<file path="src/rtl/mult8_nibble_seq.sv">
// Unsigned 8x8->16 multiplier that reuses one 4x4 multiplier over up to four nibble-pair steps.
// Latency: popcount(step mask) cycles from the accept edge to out_valid; a zero mask reaches DONE on the accept edge.
// Backpressure: holds the result in DONE while out_ready=0; in_ready is high only in IDLE, so there is one bubble between results.

// 4x4 unsigned combinational multiplier: sum of four shifted partial-product rows
module mul4_array (
   input  logic [3:0] x,
   input  logic [3:0] y,
   output logic [7:0] p
);
   logic [7:0] row0, row1, row2, row3;

   // Build AND rows and add them; fits in 8 bits (max 15*15 = 225)
   always_comb begin
      row0 = {4'b0000, x & {4{y[0]}}};
      row1 = {3'b000,  x & {4{y[1]}}, 1'b0};
      row2 = {2'b00,   x & {4{y[2]}}, 2'b00};
      row3 = {1'b0,    x & {4{y[3]}}, 3'b000};
      p    = row0 + row1 + row2 + row3;
   end
endmodule

module mult8_nibble_seq #(
   parameter bit SKIP_ZERO = 1'b1
) (
   input  logic        clk,
   input  logic        reset_n,
   input  logic        in_valid,
   output logic        in_ready,
   input  logic [7:0]  a,
   input  logic [7:0]  b,
   output logic        out_valid,
   input  logic        out_ready,
   output logic [15:0] prod,
   output logic        busy
);
   typedef enum logic [1:0] {IDLE, MUL, DONE} state_t;

   state_t      state_q, state_d;
   logic [7:0]  a_reg, b_reg;
   logic [15:0] acc;
   logic [3:0]  mask;

   logic [3:0]  mask_init;
   logic [3:0]  sel;
   logic [3:0]  nib_a, nib_b;
   logic [3:0]  shift;
   logic [7:0]  mul_out;
   logic [15:0] pp;
   logic        last_step;
   logic        accept;

   assign accept = (state_q == IDLE) && in_valid;

   // Step mask for a new request: k0=aL*bL, k1=aH*bL, k2=aL*bH, k3=aH*bH
   always_comb begin
      mask_init = 4'b1111;
      if (SKIP_ZERO) begin
         mask_init[0] = (|a[3:0]) && (|b[3:0]);
         mask_init[1] = (|a[7:4]) && (|b[3:0]);
         mask_init[2] = (|a[3:0]) && (|b[7:4]);
         mask_init[3] = (|a[7:4]) && (|b[7:4]);
      end
   end

   // Pick the lowest pending step and route its nibble pair and shift amount
   always_comb begin
      sel   = mask & 4'(~mask + 4'd1);
      nib_a = 4'h0;
      nib_b = 4'h0;
      shift = 4'd0;
      if (sel[0]) begin
         nib_a = a_reg[3:0];
         nib_b = b_reg[3:0];
         shift = 4'd0;
      end else if (sel[1]) begin
         nib_a = a_reg[7:4];
         nib_b = b_reg[3:0];
         shift = 4'd4;
      end else if (sel[2]) begin
         nib_a = a_reg[3:0];
         nib_b = b_reg[7:4];
         shift = 4'd4;
      end else if (sel[3]) begin
         nib_a = a_reg[7:4];
         nib_b = b_reg[7:4];
         shift = 4'd8;
      end
      pp        = {8'h00, mul_out} << shift;
      last_step = ((mask & ~sel) == 4'b0000);
   end

   mul4_array u_mul4 (
      .x (nib_a),
      .y (nib_b),
      .p (mul_out)
   );

   // State register
   always_ff @(posedge clk or negedge reset_n) begin
      if (!reset_n) state_q <= IDLE;
      else          state_q <= state_d;
   end

   // Next-state logic: IDLE accepts, MUL runs pending steps, DONE waits for the consumer
   always_comb begin
      state_d = state_q;
      case (state_q)
         IDLE: if (in_valid) state_d = (mask_init != 4'b0000) ? MUL : DONE;
         MUL:  if (last_step) state_d = DONE;
         DONE: if (out_ready) state_d = IDLE;
         default: state_d = IDLE;
      endcase
   end

   // Operand capture, step-mask retirement and shift/accumulate
   always_ff @(posedge clk or negedge reset_n) begin
      if (!reset_n) begin
         a_reg <= 8'h00;
         b_reg <= 8'h00;
         acc   <= 16'h0000;
         mask  <= 4'b0000;
      end else if (accept) begin
         a_reg <= a;
         b_reg <= b;
         acc   <= 16'h0000;
         mask  <= mask_init;
      end else if (state_q == MUL) begin
         acc   <= acc + pp;
         mask  <= mask & ~sel;
      end
   end

   assign in_ready  = (state_q == IDLE);
   assign out_valid = (state_q == DONE);
   assign busy      = (state_q != IDLE);
   assign prod      = acc;
endmodule

</file>
<file path="config.mk">
export PLATFORM = sky130hd
export DESIGN_NAME = mult8_nibble_seq
export DESIGN_NICKNAME = d
export VERILOG_FILES = /design/src/rtl/mult8_nibble_seq.sv
export SDC_FILE = /design/constraint.sdc
export NUM_CORES = 1
export LEC_CHECK = 0
export BUFFER_PORTS_ARGS = -buffer_cell sky130_fd_sc_hd__buf_2
export CORE_UTILIZATION = 53
export CTS_CLUSTER_SIZE = 8
export DETAILED_ROUTE_END_ITERATION = 8
export PLACE_DENSITY = 0.87
export RECOVER_POWER = 25
export SYNTH_ARGS = -nofsm -noshare
export SYNTH_HDL_FRONTEND = slang
export SYNTH_SLANG_ARGS = --single-unit
</file>
<file path="constraint.sdc">
create_clock -name clk -period 5.5 [get_ports clk]
set_clock_uncertainty 0.15 [all_clocks]
set_input_delay 1.375 -clock clk [delete_from_list [all_inputs] [get_ports clk]]
set_output_delay 1.375 -clock clk [all_outputs]
set_load 0.01 [all_outputs]
</file>
---- Word level (Yosys, flattened, before mapping) ----
Index checks and enable logic that the tools add are counted.
W data, S select, Z words.
cells by class
  $add $sub $neg .......................... 5
  eq/ne operators ......................... 5
  shift operators ......................... 1
  multiplexer cells ....................... 21
  bitwise logic cells ..................... 8
  reductions and logical operators ........ 15
operators by type and width
  operator               count
  $mux W4                14
  $mux W16               2
  $and A4 B4 Y4          6
  $add A16 B16 Y16       1
  $reduce_or A4 Y1       4
  $shl A8 B4 Y16         1
  $add A8 B6 Y8          1
  $add A8 B7 Y8          1
  $mux W2                4
  $not A4 Y4             2
  $add A4 B5 Y6          1
  $pmux W2 S3            1
  $logic_and A1 B1 Y1    5
  $add A4 B1 Y4 const B  1
  $logic_not A4 Y1       1
  $ne A2 B2 Y1 const B   2
  $reduce_bool A2 Y1     2
  $reduce_bool A4 Y1     1
  $reduce_and A3 Y1      1
  $eq A2 B1 Y1 const B   1
  $eq A2 B2 Y1 const B   1
  $logic_not A2 Y1       1
  $ne A2 B1 Y1 const B   1
word-level totals
  flip-flop bits (word level) ............. 38
  logic and storage cells ................. 60

---- Logic depth before layout (Yosys ltp) ----
Gate-level depths: netlist of run 1.
  word-level depth ........................ 15
  depth in mapped cells ................... 26
  depth with buffers taken out ............ 25

---- By module ----
Synthesis of run 1 repeated with hierarchy kept, for this count alone.
second synthesis, totals
  cell total of the unflattened synthesis .. 341
  area, all modules ....................... 2,909.0 sq um
modules (own cells, without submodules)
  module            instances  cells an instance  area an instance (sq um)  sequential area each (sq um)
  mult8_nibble_seq  1          299                2,523.7                   950.9
  mul4_array        1          42                 385.4                     0.0

---- Least setup slack after synthesis of run 1 ----
OpenSTA, ideal clock, no wires.
  path kind ............................... reg-to-reg
  from .................................... reg mask[0]
  to ...................................... reg acc[15], in the netlist prod[15]
  library setup time ...................... 0.121 ns
  data arrival time ....................... 5.023 ns
  setup slack ............................. 0.206 ns
  stages on the path, launching flop included .. 26
  period minus slack after synthesis ...... 5.294 ns
  path through ............................ dfrtp_1 > buf_2 > or2_1 > clkbuf_2 > a22oi_1 > nor2_1 > ha_1 > fa_1 > xnor2_1 > fa_1 > inv_1 > ha_1 > fa_1 > a21o_1 > a21oi_1 > nand2_1 > o21ai_0 > nor2_1 > ha_1 > nand3_1 > a211oi_2 > a21oi_2 > a22oi_2 > xnor2_1 > o21ai_1 > a22o_1
on the way
  longest elaborated chain between the ends .. 15
  elaborated cells between the ends (all ways) .. 26
  classes of those cells .................. add/sub (5); shift (1); mux (14); bitwise (6)
RTL lines
  item                              line    RTL
  start: declaration                42      logic [3:0] mask;
  start signal: assignment          127     mask <= mask_init;
  start signal: assignment          130     mask <= mask & ~sel;
  $not A4 Y4                        68      sel = mask & 4'(~mask + 4'd1);
  $add A4 B1 Y4                     68
  $and A4 B4 Y4 (*)                 68
  $mux W4                           84      end else if (sel[3]) begin
  $mux W4                           80      end else if (sel[2]) begin
  $mux W4                           76      end else if (sel[1]) begin
  $mux W4                           72      if (sel[0]) begin
  $and A4 B4 Y4 (on tied branches)  15, 16
  $add A4 B5 Y6                     19      p = row0 + row1 + row2 + row3;
  $add A8 B6 Y8                     19
  $add A8 B7 Y8                     19
  $shl A8 B4 Y16 (*)                89      pp = {8'h00, mul_out} << shift;
  $add A16 B16 Y16 (*)              129     acc <= acc + pp;
  $mux W16 (*)                      128     end else if (state_q == MUL) begin
  $mux W16 (*)                      123     end else if (accept) begin
  end signal: assignment            129
  end: declaration                  41      logic [15:0] acc;
Every way passes the cells marked *; elsewhere a longest branch is shown, timed or not. The select of a mux whose other input is x is not followed.
A chain may end at the register's enable or synchronous reset.

---- Final worst setup path of run 1 ----
Ends and elaborated chain as after synthesis.

==> metrics, run 1 <==
outcome finished, violations left; violated checks capacitance limit, slew limit; Initial Utilization 55.6%; Post-Syn Area about 2900 um2; Synth Register Bits 38; syn_area_per_cell between 8 and 9 um2; First DRT Iteration DRCs 179; Final setup viols 0; Hold Fails Final Rpt 0; TritonCTS clock tree done; DRC errors left 0; largest net degree at the start of global routing 39; drt wl/cell 15.8 um; asr flop ratio synth between 90% and 100%; die height roughly 76 um; Hold Crit Class reg -> reg; startpoint types flop; Layout fillers 420; Routability Congestion 0.851; leakage ~1.7 nW; Synth Flop Type dfrtp_1; Slew Limit Fails 39; CP arrival 5.49 ns; Clk Tree Root Cell clkbuf_8; Yosys cell types 48; clock share of power approximately 9%; total power draw between 2 and 2.5 mW; gr usage total a little over a quarter; critical path type reg -> reg; site row count 26; Finished Layout Cells 465; sequential share of power 22.6%; max reg flops 16; number of buffers created by CTS 5; Max Clock Freq 183 MHz; Clock Pin Slew Worst Setup and Hold Paths 0.08 ns; Max Root-Sink Buffers 2; H-tree levels 2; TritonRoute pass-1 iters 4; min cycle time layout between 5 and 6 ns; vias in the first global route 2632; post-route ant nets 0; Syn Inst Count 340; DR vias/cell a little under 6; die area about 5700 um2; Comb power frac around two thirds; Pwr per Cell Area approximately 650 nW/um2; first-pass GRT wire length about 12000 um; CP required 5.54 ns; max-cap check violation count 1; Syn Nets 389; unrepaired setup endpoints after global routing true; CP endpoint kind flop; antenna violations before repair 0; layout cells sized above 1 a little over a quarter; crit-path max FO 7; Sw Share 48.6%; Via Count around 2700; NetSw approximately 1.1 mW; area leader, netlist dfrtp_1; Seq/Total Area, Yosys around a third; ant diodes 0; Least-Margin Pin Slew 2.01 ns; Yosys top cell area share roughly 33%; Post-synth EDFFs 0; fin nets roughly 440; post-detail-place hpwl ~5100 um; Clock Latency Late Sink approximately 0.30 ns; Syn-to-layout area delta 21.4%; Die W approximately 76 um; Syn. warnings 0; Total Routed Length approximately 7400 um; Max-slew headroom -33.8%; core area just over 5000 um2; boundary pin count 39; fin crit share around 99%; Hold Worst Slack ~0.34 ns; Congestion Overflow GR 0; Max VDD drop between 300 and 400 uV; Pint about 1.2 mW; CTS Sinks 38; Buffers on Ports 38; Cells after DPL about 450; ranking of synthesized cells by area dfrtp_1 (33%), ha_1 (10%), nand2_1 (8.6%)
-- path summary, 6_finish.rpt --
path | startpoint | end | slack [ns] | depth (start not counted)
setup / recovery | mask[0]$_DFFE_PN0P_ | prod[15]$_DFFE_PN0P_ | 0.04 | 23
hold / removal | b_reg[6]$_DFFE_PN0P_ | b_reg[6]$_DFFE_PN0P_ | 0.34 | 2
setup reg to reg | mask[0]$_DFFE_PN0P_ | prod[15]$_DFFE_PN0P_ | 0.04 | 23
hold reg to reg | b_reg[6]$_DFFE_PN0P_ | b_reg[6]$_DFFE_PN0P_ | 0.34 | 2
max in group asynchronous | reset_n | mask[1]$_DFFE_PN0P_ | 2.42 | 1
min in group asynchronous | reset_n | prod[4]$_DFFE_PN0P_ | 1.49 | 1
-- logic make-up after synthesis --
kind of cell | after synthesis | synth area share, %
fa+ha+maj | 30 | 14.5
buf+inv | 29 | 4.01
xor+xnor | 18 | 5.49
flops | 38 | 33.1
compound gates | 91 | 21.9
mux | 2 | 0.697
simple gates | 132 | 20.3
-- layout by cell type, fill, tap and decap left out, types with 3 or more instances in the layout --
cell type  synthesis  routed
a21o_1             7       7
a21oi_1           17      13
a21oi_2            1       5
a22o_1             7       7
a22oi_2            1       6
and2_1             4       4
and3_1             3       3
buf_2              3      37
buf_4              0      22
clkbuf_8           0       6
dfrtp_1           38      36
fa_1               6       4
ha_1              23      19
inv_1             16      16
nand2_1           66      66
nand2b_1           4       4
nand3_1           18      17
nor2_1            23      19
nor2_2             1       4
nor2b_1            3       3
nor4_1             5       5
o21ai_0           25      23
o21ai_1            5       7
xnor2_1            9       6
xnor2_2            0       3
xor2_1             9       9
-- critical path, stage by stage, from the launching register on --
cell	delay [ns]
dfrtp_1	0.42
or2_4	0.31
a22oi_2	0.31
nor2_1	0.09
ha_2	0.21
fa_2	0.38
xnor2_2	0.15
fa_1	0.48
inv_1	0.04
ha_2	0.19
fa_2	0.40
a21o_1	0.19
a21oi_2	0.14
nand2_1	0.08
o21ai_1	0.11
nor2_1	0.07
ha_1	0.35
nand3_2	0.15
a211oi_4	0.28
a21oi_2	0.10
a22oi_2	0.21
xnor2_2	0.16
o21ai_1	0.08
a22o_1	0.25
-- what timing repair did --
item / CTS / global route
buffers inserted: 1 / 7
hold buffers: 0 / 0
gates resized for setup: 7 / 24
pin swaps: 2 / 32
hold endpoints to repair: 0 / 0
endpoints found under the setup margin: 5 / 8
-- per-stage QoR --
step	utilization (%)	cell area (um2)	setup TNS [ns]	setup WS, ns
2_1_floorplan	-	2870	0	0.206
3_3_place_gp	61.9	3200	0	0.128
3_5_place_dp	61.9	3200	-0.393	-0.118
4_1_cts	64.5	3340	0	0.0300
5_1_grt	67.5	3490	-0.330	-0.112
6_report	67.5	3490	0	0.0437
-- layout make-up --
type / instances / area [um2] / area share [%]
multi-input combinational: 273 / 1940 / 55.6
inverter: 16 / 60.1 / 1.72
clock buffer: 6 / 82.6 / 2.37
tap: 70 / 87.6 / 2.51
timing repair buffer: 60 / 354 / 10.1
clock inverter: 2 / 12.5 / 0.359
sequential: 38 / 953 / 27.3
-- Yosys cell counts (2+ instances only) --
cell type and n:
nand2_1 66, dfrtp_1 38, o21ai_0 25, ha_1 23
nor2_1 23, nand3_1 18, a21oi_1 17, inv_1 16
xnor2_1 9, xor2_1 9, a21o_1 7, a22o_1 7
a22oi_1 7, clkbuf_1 7, fa_1 6, nor4_1 5
o21ai_1 5, and2_1 4, nand2b_1 4, a211oi_2 3
and3_1 3, buf_2 3, nor2b_1 3, a211oi_1 2
a21boi_0 2, a221oi_2 2, clkbuf_2 2, mux2i_1 2
o21bai_1 2, o22ai_1 2
-- metal layers --
layer	routed length [um]	GRT usage (%)	up-vias
li1	-	-	1298
met1	3000	30.7	1309
met2	3800	49.4	82
met3	299	5.56	25
met4	264	12.6	0
met5	0	0	-
-- power groups by stage --
| stage | logic (mW) | registers [mW] | clock network [mW] |
|---|---|---|---|
| after floorplan | 0.967 | 0.497 | 0 |
| after global placement | 1.28 | 0.503 | 0 |
| after detailed placement | 1.34 | 0.508 | 0 |
| after CTS | 1.40 | 0.508 | 0.205 |
| after global routing | 1.71 | 0.533 | 0.219 |
| final | 1.56 | 0.515 | 0.206 |
(Power assumes the default switching activity.)
==> run 2, diff against run 1 <==
--- a/config.mk
+++ b/config.mk
@@ -10,7 +10,7 @@
 export CTS_CLUSTER_SIZE = 8
 export DETAILED_ROUTE_END_ITERATION = 8
 export PLACE_DENSITY = 0.87
-export RECOVER_POWER = 25
 export SYNTH_ARGS = -nofsm -noshare
 export SYNTH_HDL_FRONTEND = slang
+export SYNTH_HIERARCHICAL = 1
 export SYNTH_SLANG_ARGS = --single-unit
==> run 2 against run 1 <==
Compared with the run above:
- the flow now finishes without violations
- synthesized cell count increased by 0.29%
- sequential power decreased by 4.3%
- non-clock buffer count decreased by 7
- core utilization decreased by 2.2 points
- die area increased by 1.2%
- synthesized area increased by 1.2%
- highest routed layer unchanged
==> metrics, run 2 <==
leakage 1.80 nW (was 1.73 nW); Synth Flop Type dfrtp_1 (unchanged); Yosys top cell area share 32.7% (was 33.1%); Max-slew headroom 44.1% (was -33.8%); drt wl/cell 15.1 um (was 15.8 um); Syn-to-layout area delta 16.8% (was 21.4%); max-cap check violation count 0 (was 1); outcome finished, final reports clean (was finished, violations left); CP arrival 5.53 ns (was 5.49 ns); H-tree levels 2 (unchanged); critical path type reg -> reg (unchanged); Clock Pin Slew Worst Setup and Hold Paths 0.08 ns (about the same); First DRT Iteration DRCs 128 (was 179); antenna violations before repair 0 (unchanged); critical-path cell list a21o_1, a22o_1, and2_1, fa_1, inv_2, fa_1, inv_1, ha_2, fa_2, a21o_1, a21oi_2, xnor2_1, nand2_1, a21oi_2, ha_1, a21o_1, or3_1, o21ai_2, a21oi_2, or3_1, a32o_1 (was or2_4, a22oi_2, nor2_1, ha_2, fa_2, xnor2_2, fa_1, inv_1, ha_2, fa_2, a21o_1, a21oi_2, nand2_1, o21ai_1, nor2_1, ha_1, nand3_2, a211oi_4, a21oi_2, a22oi_2, xnor2_2, o21ai_1, a22o_1); site row count 26 (unchanged); Clk Tree Root Cell clkbuf_8 (unchanged); post-detail-place hpwl 5290 um (was 5060 um); core area 5200 um2 (was 5170 um2); fin crit share 100% (was 99.2%); Via Count 2689 (was 2714); total power draw 2.09 mW (was 2.28 mW); Hold Fails Final Rpt 0 (unchanged); TritonCTS clock tree done (unchanged); Synth Register Bits 38 (unchanged); Post-synth top cells nand2_1 (69), dfrtp_1 (38), ha_1 (25), o21ai_0 (21), nor2_1 (19) (was nand2_1 (66), dfrtp_1 (38), o21ai_0 (25), ha_1 (23), nor2_1 (23)); startpoint types flop (unchanged); number of buffers created by CTS 5 (unchanged); Max Root-Sink Buffers 2 (unchanged); Final Cell Area 3400 um2 (was 3490 um2); Post-synth EDFFs 0 (unchanged); Max VDD drop 403 uV (was 363 uV); Buffers on Ports 38 (unchanged); FF/Latch Area 951 um2 (was 953 um2); Congestion Overflow GR 0 (unchanged); Final setup viols 0 (unchanged); Syn Inst Count 341 (was 340); combined area of the multi-input logic cells 1920 um2 (was 1940 um2); CP required 5.53 ns (was 5.54 ns); Yosys cell types 47 (was 48); die height 76.1 um (was 75.6 um); Clock Latency Late Sink 0.30 ns (about the same); DRC errors left 0 (unchanged); DR vias/cell 5.83 (was 5.84); Slew Limit Fails 0 (was 39); layout cells sized above 1 21.2% (was 27.1%); Seq/Total Area, Yosys 32.7% (was 33.1%); post-route ant nets 0 (unchanged); ranking of synthesized cells by area dfrtp_1 (33%), ha_1 (11%), nand2_1 (8.9%) (was dfrtp_1 (33%), ha_1 (10%), nand2_1 (8.6%)); peak per-stage delay on the critical path 0.53 ns (was 0.48 ns); min cycle time layout 5.50 ns (was 5.46 ns); Least-Margin Pin Slew 0.839 ns (was 2.01 ns); boundary pin count 39 (unchanged); first-pass GRT wire length 11600 um (about the same); largest net degree at the start of global routing 39 (unchanged); Hold Crit Class reg -> reg (unchanged); CP endpoint kind flop (unchanged); Layout fillers 437 (was 420); Hold Worst Slack 0.338 ns (was 0.340 ns); Total Routed Length 6980 um (was 7360 um); max reg flops 16 (unchanged); crit-path max FO 5 (was 7); Syn. warnings 6 (was 0); TritonRoute pass-1 iters 4 (unchanged); Routability Congestion 0.912 (was 0.851); placed inst area 3210 um2 (was 3200 um2); gr usage total 24.6% (was 27.2%); Post-Syn Area 2910 um2 (was 2870 um2); vias in the first global route 2572 (was 2632); unrepaired setup endpoints after global routing true (unchanged); syn_area_per_cell 8.53 um2 (was 8.45 um2); area leader, netlist dfrtp_1 (unchanged); Syn Nets 392 (was 389); Initial Utilization 55.9% (was 55.6%); most frequent cells in the layout nand2_1 (69), dfrtp_1 (38), buf_2 (38) (was nand2_1 (66), buf_2 (37), dfrtp_1 (36)); Max Clock Freq 182 MHz (was 183 MHz); CTS Sinks 38 (unchanged); commonest non-fill, non-tap cell in the layout nand2_1 (unchanged); asr flop ratio synth 100% (unchanged); setup_tns 0 ns (unchanged); most common cell in the netlist nand2_1 (unchanged); Pwr per Cell Area 615 nW/um2 (was 653 nW/um2); slowest cell on the critical path fa_1 (unchanged); Die W 76.1 um (was 75.6 um); die area 5790 um2 (was 5720 um2); ant diodes 0 (unchanged); fin nets 441 (was 443)
-- run 2: timing repair --
item,4_1_cts,5_1_grt
setup buffers,1,7
hold buffers,0,0
pin swaps,1,24
resized for setup,1,17
cloned,0,0
setup endpoints to repair,2,5
-- run 2: routing by layer --
metal	track usage [%]	share of wire, %
met5	0	0
met3	3.71	4.3
met1	31.0	43
met2	42.9	50
met4	8.65	2.3
-- run 2: cells by family (layout without fill, tap and decap cells) --
| kind of cell | after synthesis | count (layout) | share of synthesized area, % |
|---|---|---|---|
| adder cells (fa/ha/maj) | 31 | 31 | 14.9 |
| multiplexers | 6 | 6 | 2.06 |
| buffers and inverters | 24 | 74 | 3.40 |
| flip-flops | 38 | 38 | 32.7 |
| AO/OA/AOI/OAI | 92 | 92 | 22.0 |
| AND/OR/NAND/NOR | 141 | 141 | 22.3 |
| XOR/XNOR | 9 | 9 | 2.71 |
-- run 2: worst paths after layout --
check / cells after the start / startpoint / slack (ns) / endpoint
max: 21 / mask[2]$_DFFE_PN0P_ / 0.001 / prod[14]$_DFFE_PN0P_
min: 2 / a_reg[0]$_DFFE_PN0P_ / 0.34 / a_reg[0]$_DFFE_PN0P_
max reg2reg: 21 / mask[2]$_DFFE_PN0P_ / 0.001 / prod[14]$_DFFE_PN0P_
min reg2reg: 2 / a_reg[0]$_DFFE_PN0P_ / 0.34 / a_reg[0]$_DFFE_PN0P_
max in group asynchronous: 1 / reset_n / 3.65 / a_reg[5]$_DFFE_PN0P_
min in group asynchronous: 1 / reset_n / 1.03 / prod[8]$_DFFE_PN0P_
-- run 2: where the power goes --
part / internal [mW] / switching [mW] / total, mW
Clock: 0.0895 / 0.104 / 0.194
Sequential: 0.394 / 0.0995 / 0.493
Combinational: 0.609 / 0.792 / 1.40
Total: 1.09 / 0.996 / 2.09
-- run 2: layout make-up --
class / count / share of cell area [%]
multi-input combinational: 279 / 56.5
sequential: 38 / 28.0
timing repair buffer: 53 / 8.91
tap: 70 / 2.58
clock buffer: 6 / 2.14
inverter: 13 / 1.44
clock inverter: 2 / 0.405
-- run 2: metrics by stage --
step	setup slack (ns)	util [%]	std cells
2_1_floorplan	0.0185	-	341
3_3_place_gp	0.0685	61.6	447
3_5_place_dp	-0.0383	61.6	447
4_1_cts	0.000112	63.5	456
5_1_grt	-0.188	65.3	461
6_report	0.00114	65.3	461
-- run 2: worst max-delay path, delay by kind of cell, from the launching register on --
kind,cells,cell delay (ns)
simple gates,4,1.00
xor+xnor,1,0.16
compound gates,9,1.73
buf+inv,2,0.09
flops,1,0.44
fa+ha+maj,5,1.81
